<file path="config.mk">
export PLATFORM = sky130hd
export DESIGN_NAME = exp_share_sched
export DESIGN_NICKNAME = d
export VERILOG_FILES = /design/src/rtl/exp_share_sched.sv
export SDC_FILE = /design/constraint.sdc
export NUM_CORES = 1
export LEC_CHECK = 0
export ABC_AREA = 0
export CAP_MARGIN = 5
export CORE_ASPECT_RATIO = 2
export CORE_MARGIN = 2
export CORE_UTILIZATION = 45
export CTS_CLUSTER_SIZE = 24
export DETAILED_ROUTE_END_ITERATION = 12
export MAX_ROUTING_LAYER = met4
export PLACE_DENSITY = 0.69
export SLEW_MARGIN = 20
export SYNTH_ARGS = -nofsm -noshare
export SYNTH_HDL_FRONTEND = slang
export SYNTH_SLANG_ARGS = --single-unit
</file>
<file path="constraint.sdc">
create_clock -name clk -period 7 [get_ports clk]
set_input_delay 1.4 -clock clk [delete_from_list [all_inputs] [get_ports clk]]
set_output_delay 1.4 -clock clk [all_outputs]
set_load 0.02 [all_outputs]
</file>
<file path="src/rtl/exp_share_sched.sv">
// Round-robin sharing of one fixed-latency exp pipeline among NUM_REQ requesters.
// Results come back tagged with their requester and queue in a first-word-fall-through FIFO.
module exp_share_sched #(
    parameter int NUM_REQ    = 4,
    parameter int DATA_W     = 18,
    parameter int EXP_LAT    = 3,
    parameter int FIFO_DEPTH = 8,
    parameter int TAG_W      = 2
) (
    input  logic                      clk,
    input  logic                      rst_n,
    input  logic [NUM_REQ-1:0]        req_valid,
    input  logic [NUM_REQ*DATA_W-1:0] req_data,
    output logic [NUM_REQ-1:0]        req_ready,
    output logic                      exp_in_valid,
    output logic [DATA_W-1:0]         exp_in_data,
    input  logic                      exp_out_valid,
    input  logic [DATA_W-1:0]         exp_out_data,
    output logic                      rsp_valid,
    output logic [TAG_W-1:0]          rsp_tag,
    output logic [DATA_W-1:0]         rsp_data,
    input  logic                      rsp_ready,
    output logic                      busy,
    output logic                      err
);
    localparam int CNT_W = $clog2(FIFO_DEPTH) + 1;
    localparam int PTR_W = $clog2(FIFO_DEPTH);

    logic [TAG_W-1:0]        rr_ptr_q, rr_ptr_d;
    logic [CNT_W-1:0]        outst_q, outst_d;
    logic                    exp_in_valid_q, exp_in_valid_d;
    logic [DATA_W-1:0]       exp_in_data_q, exp_in_data_d;
    logic [TAG_W-1:0]        exp_in_tag_q, exp_in_tag_d;
    logic [EXP_LAT-1:0]      tp_valid_q, tp_valid_d;
    logic [TAG_W-1:0]        tp_tag_q [EXP_LAT];
    logic [TAG_W-1:0]        tp_tag_d [EXP_LAT];
    logic [PTR_W-1:0]        rd_ptr_q, rd_ptr_d, wr_ptr_q, wr_ptr_d;
    logic [CNT_W-1:0]        fifo_cnt_q, fifo_cnt_d;
    logic                    err_q, err_d;
    logic [TAG_W+DATA_W-1:0] fifo_mem [FIFO_DEPTH];

    logic [DATA_W-1:0]       req_word [NUM_REQ];
    logic [TAG_W-1:0]        cand;
    logic [TAG_W-1:0]        grant_idx;
    logic                    grant_found;
    logic                    credit_ok;
    logic                    issue;
    logic                    pop;
    logic                    wr_en;
    logic [TAG_W-1:0]        wr_tag;
    logic [TAG_W+DATA_W-1:0] head;

    assign credit_ok = outst_q < CNT_W'(FIFO_DEPTH);

    // First valid requester at or after rr_ptr, wrapping.
    always_comb begin
        grant_found = 1'b0;
        grant_idx   = '0;
        cand        = '0;
        for (int k = 0; k < NUM_REQ; k++) begin
            cand = TAG_W'((int'(rr_ptr_q) + k) % NUM_REQ);
            if (!grant_found && req_valid[cand]) begin
                grant_found = 1'b1;
                grant_idx   = cand;
            end
        end
    end

    generate
        for (genvar gi = 0; gi < NUM_REQ; gi++) begin : g_req
            assign req_word[gi]  = req_data[gi*DATA_W +: DATA_W];
            // Gated by rst_n so the grant is silent while reset is held.
            assign req_ready[gi] = rst_n & credit_ok & grant_found & (grant_idx == TAG_W'(gi));
        end
    endgenerate

    assign issue     = |(req_valid & req_ready);
    assign rsp_valid = (fifo_cnt_q != '0);
    assign pop       = rsp_valid & rsp_ready;
    // A spurious result (no tag in flight) is still stored, under tag 0.
    assign wr_tag    = tp_valid_q[EXP_LAT-1] ? tp_tag_q[EXP_LAT-1] : '0;
    assign wr_en     = exp_out_valid & ((fifo_cnt_q != CNT_W'(FIFO_DEPTH)) | pop);
    assign head      = fifo_mem[rd_ptr_q];

    always_comb begin
        rr_ptr_d       = rr_ptr_q;
        outst_d        = outst_q;
        exp_in_valid_d = issue;
        exp_in_data_d  = exp_in_data_q;
        exp_in_tag_d   = exp_in_tag_q;
        err_d          = err_q | (exp_out_valid != tp_valid_q[EXP_LAT-1]);
        rd_ptr_d       = rd_ptr_q;
        wr_ptr_d       = wr_ptr_q;
        fifo_cnt_d     = fifo_cnt_q;

        if (issue) begin
            rr_ptr_d      = (grant_idx == TAG_W'(NUM_REQ-1)) ? '0 : grant_idx + 1'b1;
            exp_in_data_d = req_word[grant_idx];
            exp_in_tag_d  = grant_idx;
        end

        if (issue && !(pop && outst_q != '0))
            outst_d = outst_q + 1'b1;
        else if (!issue && pop && outst_q != '0)
            outst_d = outst_q - 1'b1;

        // Tag pipe is fed from the issue register so its last stage meets exp_out_valid.
        tp_valid_d[0] = exp_in_valid_q;
        tp_tag_d[0]   = exp_in_tag_q;
        for (int k = 1; k < EXP_LAT; k++) begin
            tp_valid_d[k] = tp_valid_q[k-1];
            tp_tag_d[k]   = tp_tag_q[k-1];
        end

        if (wr_en)
            wr_ptr_d = wr_ptr_q + 1'b1;
        if (pop)
            rd_ptr_d = rd_ptr_q + 1'b1;
        if (wr_en && !pop)
            fifo_cnt_d = fifo_cnt_q + 1'b1;
        else if (!wr_en && pop)
            fifo_cnt_d = fifo_cnt_q - 1'b1;
    end

    always_ff @(posedge clk or negedge rst_n) begin
        if (!rst_n) begin
            rr_ptr_q       <= '0;
            outst_q        <= '0;
            exp_in_valid_q <= 1'b0;
            exp_in_data_q  <= '0;
            exp_in_tag_q   <= '0;
            tp_valid_q     <= '0;
            for (int k = 0; k < EXP_LAT; k++)
                tp_tag_q[k] <= '0;
            rd_ptr_q       <= '0;
            wr_ptr_q       <= '0;
            fifo_cnt_q     <= '0;
            err_q          <= 1'b0;
        end else begin
            rr_ptr_q       <= rr_ptr_d;
            outst_q        <= outst_d;
            exp_in_valid_q <= exp_in_valid_d;
            exp_in_data_q  <= exp_in_data_d;
            exp_in_tag_q   <= exp_in_tag_d;
            tp_valid_q     <= tp_valid_d;
            tp_tag_q       <= tp_tag_d;
            rd_ptr_q       <= rd_ptr_d;
            wr_ptr_q       <= wr_ptr_d;
            fifo_cnt_q     <= fifo_cnt_d;
            err_q          <= err_d;
        end
    end

    always_ff @(posedge clk) begin
        if (wr_en)
            fifo_mem[wr_ptr_q] <= {wr_tag, exp_out_data};
    end

    assign exp_in_valid = exp_in_valid_q;
    assign exp_in_data  = exp_in_data_q;
    assign rsp_tag      = rsp_valid ? head[TAG_W+DATA_W-1:DATA_W] : '0;
    assign rsp_data     = rsp_valid ? head[DATA_W-1:0] : '0;
    assign busy         = (outst_q != '0) | exp_in_valid_q;
    assign err          = err_q;
endmodule

</file>
==> flow_summary.json <==
{
  "synth.area.top_cells": "edfxtp_1 55%, dfrtp_1 13%, mux4_2 10%",
  "worst_slew_margin_rel_pct": 32.5,
  "hp-start": "tp_tag_d[2]",
  "clock_sink_count": 207,
  "maxSlewViolCount": 0,
  "synthesis.instances": 497,
  "mostFrequentLayoutCell": "edfxtp_1",
  "tightestPinTransition_ns": 1.01,
  "hold_buffers": 0,
  "worst_ir_drop_vdd_v": 0.000190,
  "cts_tree": "yes",
  "numPortBuffers": 143,
  "maximum_number_of_pins_on_one_net_before_global_route_repair": 49,
  "most_frequent_cells_in_the_layout": "160 x edfxtp_1, 142 x clkdlybuf4s50_1, 46 x dfrtp_1, 40 x mux4_2, 38 x mux2i_1",
  "finalCoreUtilization_pct": 57.6,
  "routed_via_density": 5.25,
  "total_nets_final": 756,
  "drive_gt1_share_pct": 19.5,
  "yosys.area.top_type": "edfxtp_1",
  "timing.critical_path.to_type": "output port",
  "clk_pin_slew_ns": 0.06,
  "report.final.hold_viol_count": 0,
  "area_delta_synth_final_pct": 26.6,
  "finalSetupViolations": 0,
  "via_count": 4828,
  "postSynth.asyncResetShare_pct": 22.7,
  "run_status": "finished, final reports clean",
  "leakage_nw": 4.00,
  "groute.usage.overall_pct": 18.4,
  "place_congestion": 0.865,
  "synth-seq-cells": 207,
  "postRouteAntennaNets": 0,
  "period_share_pct": 75.0,
  "p_comb_share_pct": 39.4,
  "post-layout-total-power_w": 0.00454,
  "worst_clock_skew_ns": 0.00719,
  "timing.hold.worst_path_depth": 0,
  "min_period_ns": 5.25,
  "yosys.area.top_type_share_pct": 54.7,
  "worstSetupStartpointType": "primary input",
  "grt-ovfl-total": 0,
  "cts-htree-levels": 1,
  "final_cell_count_no_fill": 920,
  "ys.warnings.count": 0,
  "die_w_microns": 103,
  "grt_antenna_before_repair": 0,
  "routed_wire_length_per_instance_microns": 19.5,
  "critical_path_class": "primary input to output port",
  "synth.avg_cell_area_sq_um": 17.7,
  "first_global_vias": 5291,
  "power_density_nw_per_um2": 409,
  "p_switching_w": 0.00149,
  "synth.lib_cells_used.distinct": 43,
  "number_of_inserted_diodes": 0,
  "cts_resized": 0,
  "critical_path_arrival_ns": 3.85,
  "initial_core_util_pct": 45.5,
  "hold_path_end": "tp_tag_d[0]",
  "timing.rr.end": "outst_q[3]",
  "numCtsBuffers": 18,
  "fp.coreArea_sq_um": 19300,
  "dp_hpwl_mm": 12.2,
  "rsz0062_at_grt": "false",
  "post_route_worst_hold_slack_ns": 0.348,
  "fin_setup_tns_ns": 0,
  "ys_seq_area_share_pct": 68.1,
  "timing.critical_path.fanout_max": 25,
  "drt_iter0_markers": 287,
  "drt_pre_antenna_iters": 5,
  "post_cts_buffers": 0,
  "detailed_route_drc_error_count": 0,
  "regToRegSetupSlack_ns": 4.33,
  "clk_root_buffer_cell": "clkbuf_16",
  "clk_latency_ns": 0.47,
  "cp.required_ns": 5.60,
  "clk_path_buf_depth": 3,
  "pwr-share-seq_pct": 38.9,
  "rr_startpoint": "outst_q[3]",
  "worst-r2r-cell-count": 9,
  "total_nets_after_synthesis": 604,
  "max_freq_mhz": 191,
  "pin_count": 144,
  "max_cap_violations": 0,
  "timing.hold.worst.class": "flip-flop to flip-flop",
  "synth-edff-count": 160,
  "dieArea_sq_um": 20700,
  "post-place-cells": 888,
  "postSynth.topFlopCell": "edfxtp_1",
  "die_height_microns": 202,
  "wirelength_mm": 17.9,
  "switching_share_pct": 32.8,
  "internal_power_w": 0.00305,
  "filler_cell_count": 1536,
  "power_frac_clock_pct": 21.7,
  "placement_rows": 72,
  "mappedNetlistArea_sq_um": 8780,
  "grt_pass1_wl_mm": 28.2
}
## cell families (layout without fill, tap and decap cells)
| family | after synthesis | count (layout) | synth area share, % |
|---|---|---|---|
| AND/OR/NAND/NOR | 97 | 97 | 5.19 |
| flip-flops | 207 | 207 | 68.1 |
| XOR/XNOR | 14 | 14 | 1.48 |
| buffers and inverters | 33 | 197 | 2.04 |
| AO/OA/AOI/OAI | 36 | 36 | 4.11 |
| adder cells (fa/ha/maj) | 9 | 9 | 1.45 |
| multiplexers | 101 | 101 | 17.6 |
## sequential cells by signal, summed over array words and instances (netlist names)
signal        count
err               1
exp_in_data      18
exp_in_tag_q      2
exp_in_valid      1
fifo_cnt_q        4
fifo_mem        160
outst_q           4
rd_ptr_q          3
rr_ptr_q          2
tp_tag_d          4
tp_tag_q          2
tp_valid_q        3
wr_ptr_q          3
## worst max-delay path, stage by stage
cell             delay, ns
clkdlybuf4s50_1       0.48
or4_4                 0.56
nand3b_4              0.26
inv_2                 0.25
nand2b_1              0.25
nor2b_1               0.07
clkdlybuf4s50_1       0.55
## stage by stage
stage	area, sq um	setup WS [ns]
after CTS	11100	1.70
after global placement	10500	1.76
after global routing	11100	1.47
final	11100	1.75
after detailed placement	10500	1.72
after floorplan	8780	3.01
## power by group through the flow
stage                     clock, W  sequential, W  combinational, W
after detailed placement         0        0.00179           0.00182
after CTS                  0.00101        0.00177           0.00182
after floorplan                  0        0.00179           0.00116
final                     0.000984        0.00177           0.00179
after global placement           0        0.00178           0.00179
after global routing       0.00106        0.00180           0.00194
## per-layer routing
metal | up-vias | track usage (%) | part of all wire, %
met5 | - | - | 0
met1 | 2403 | 21.4 | 37
met3 | 20 | 2.71 | 5.7
met2 | 183 | 33.2 | 56
li1 | 2222 | - | -
met4 | 0 | 3.95 | 1.6
## cell type report
| cell class | instances | area [sq um] | area share [%] |
|---|---|---|---|
| well taps | 259 | 324 | 2.92 |
| flip-flops and latches | 207 | 5980 | 53.9 |
| multi-input cells | 257 | 2640 | 23.8 |
| clock buffers | 24 | 514 | 4.63 |
| repair buffers | 159 | 1550 | 13.9 |
| clock inverters | 8 | 80.1 | 0.721 |
| inverters | 6 | 22.5 | 0.203 |
## cell usage after synthesis (2+ instances only)
master and n:
xor2_1 2, mux2_1 6, nand2_1 28, xnor2_1 11
nor2_1 30, buf_6 2, ha_1 7, o21ai_0 4
fa_1 2, buf_12 2, a21o_1 3, nand3_1 20
clkbuf_1 11, inv_1 5, dfrtp_1 47, mux2_2 16
o211ai_2 17, edfxtp_1 160, nor3_1 2, buf_2 6
buf_1 6, a21boi_0 2, mux2i_1 38, a21oi_1 4
nor2b_1 2, nand2b_1 7, mux4_2 40, and2_1 2
## how the worst max path moves through the flow
stage	start	endpoint	slack (ns)	cells after the start
5_1_grt	rst_n	req_ready[1]	1.47	7
4_1_cts	rst_n	req_ready[1]	1.70	7
6_report	req_valid[3]	req_ready[1]	1.75	7
3_5_place_dp	rst_n	req_ready[1]	1.72	7
2_1_floorplan	req_valid[1]	req_ready[2]	3.01	5
3_3_place_gp	rst_n	req_ready[1]	1.76	7
Note: power is estimated with default switching activity, not from simulation.
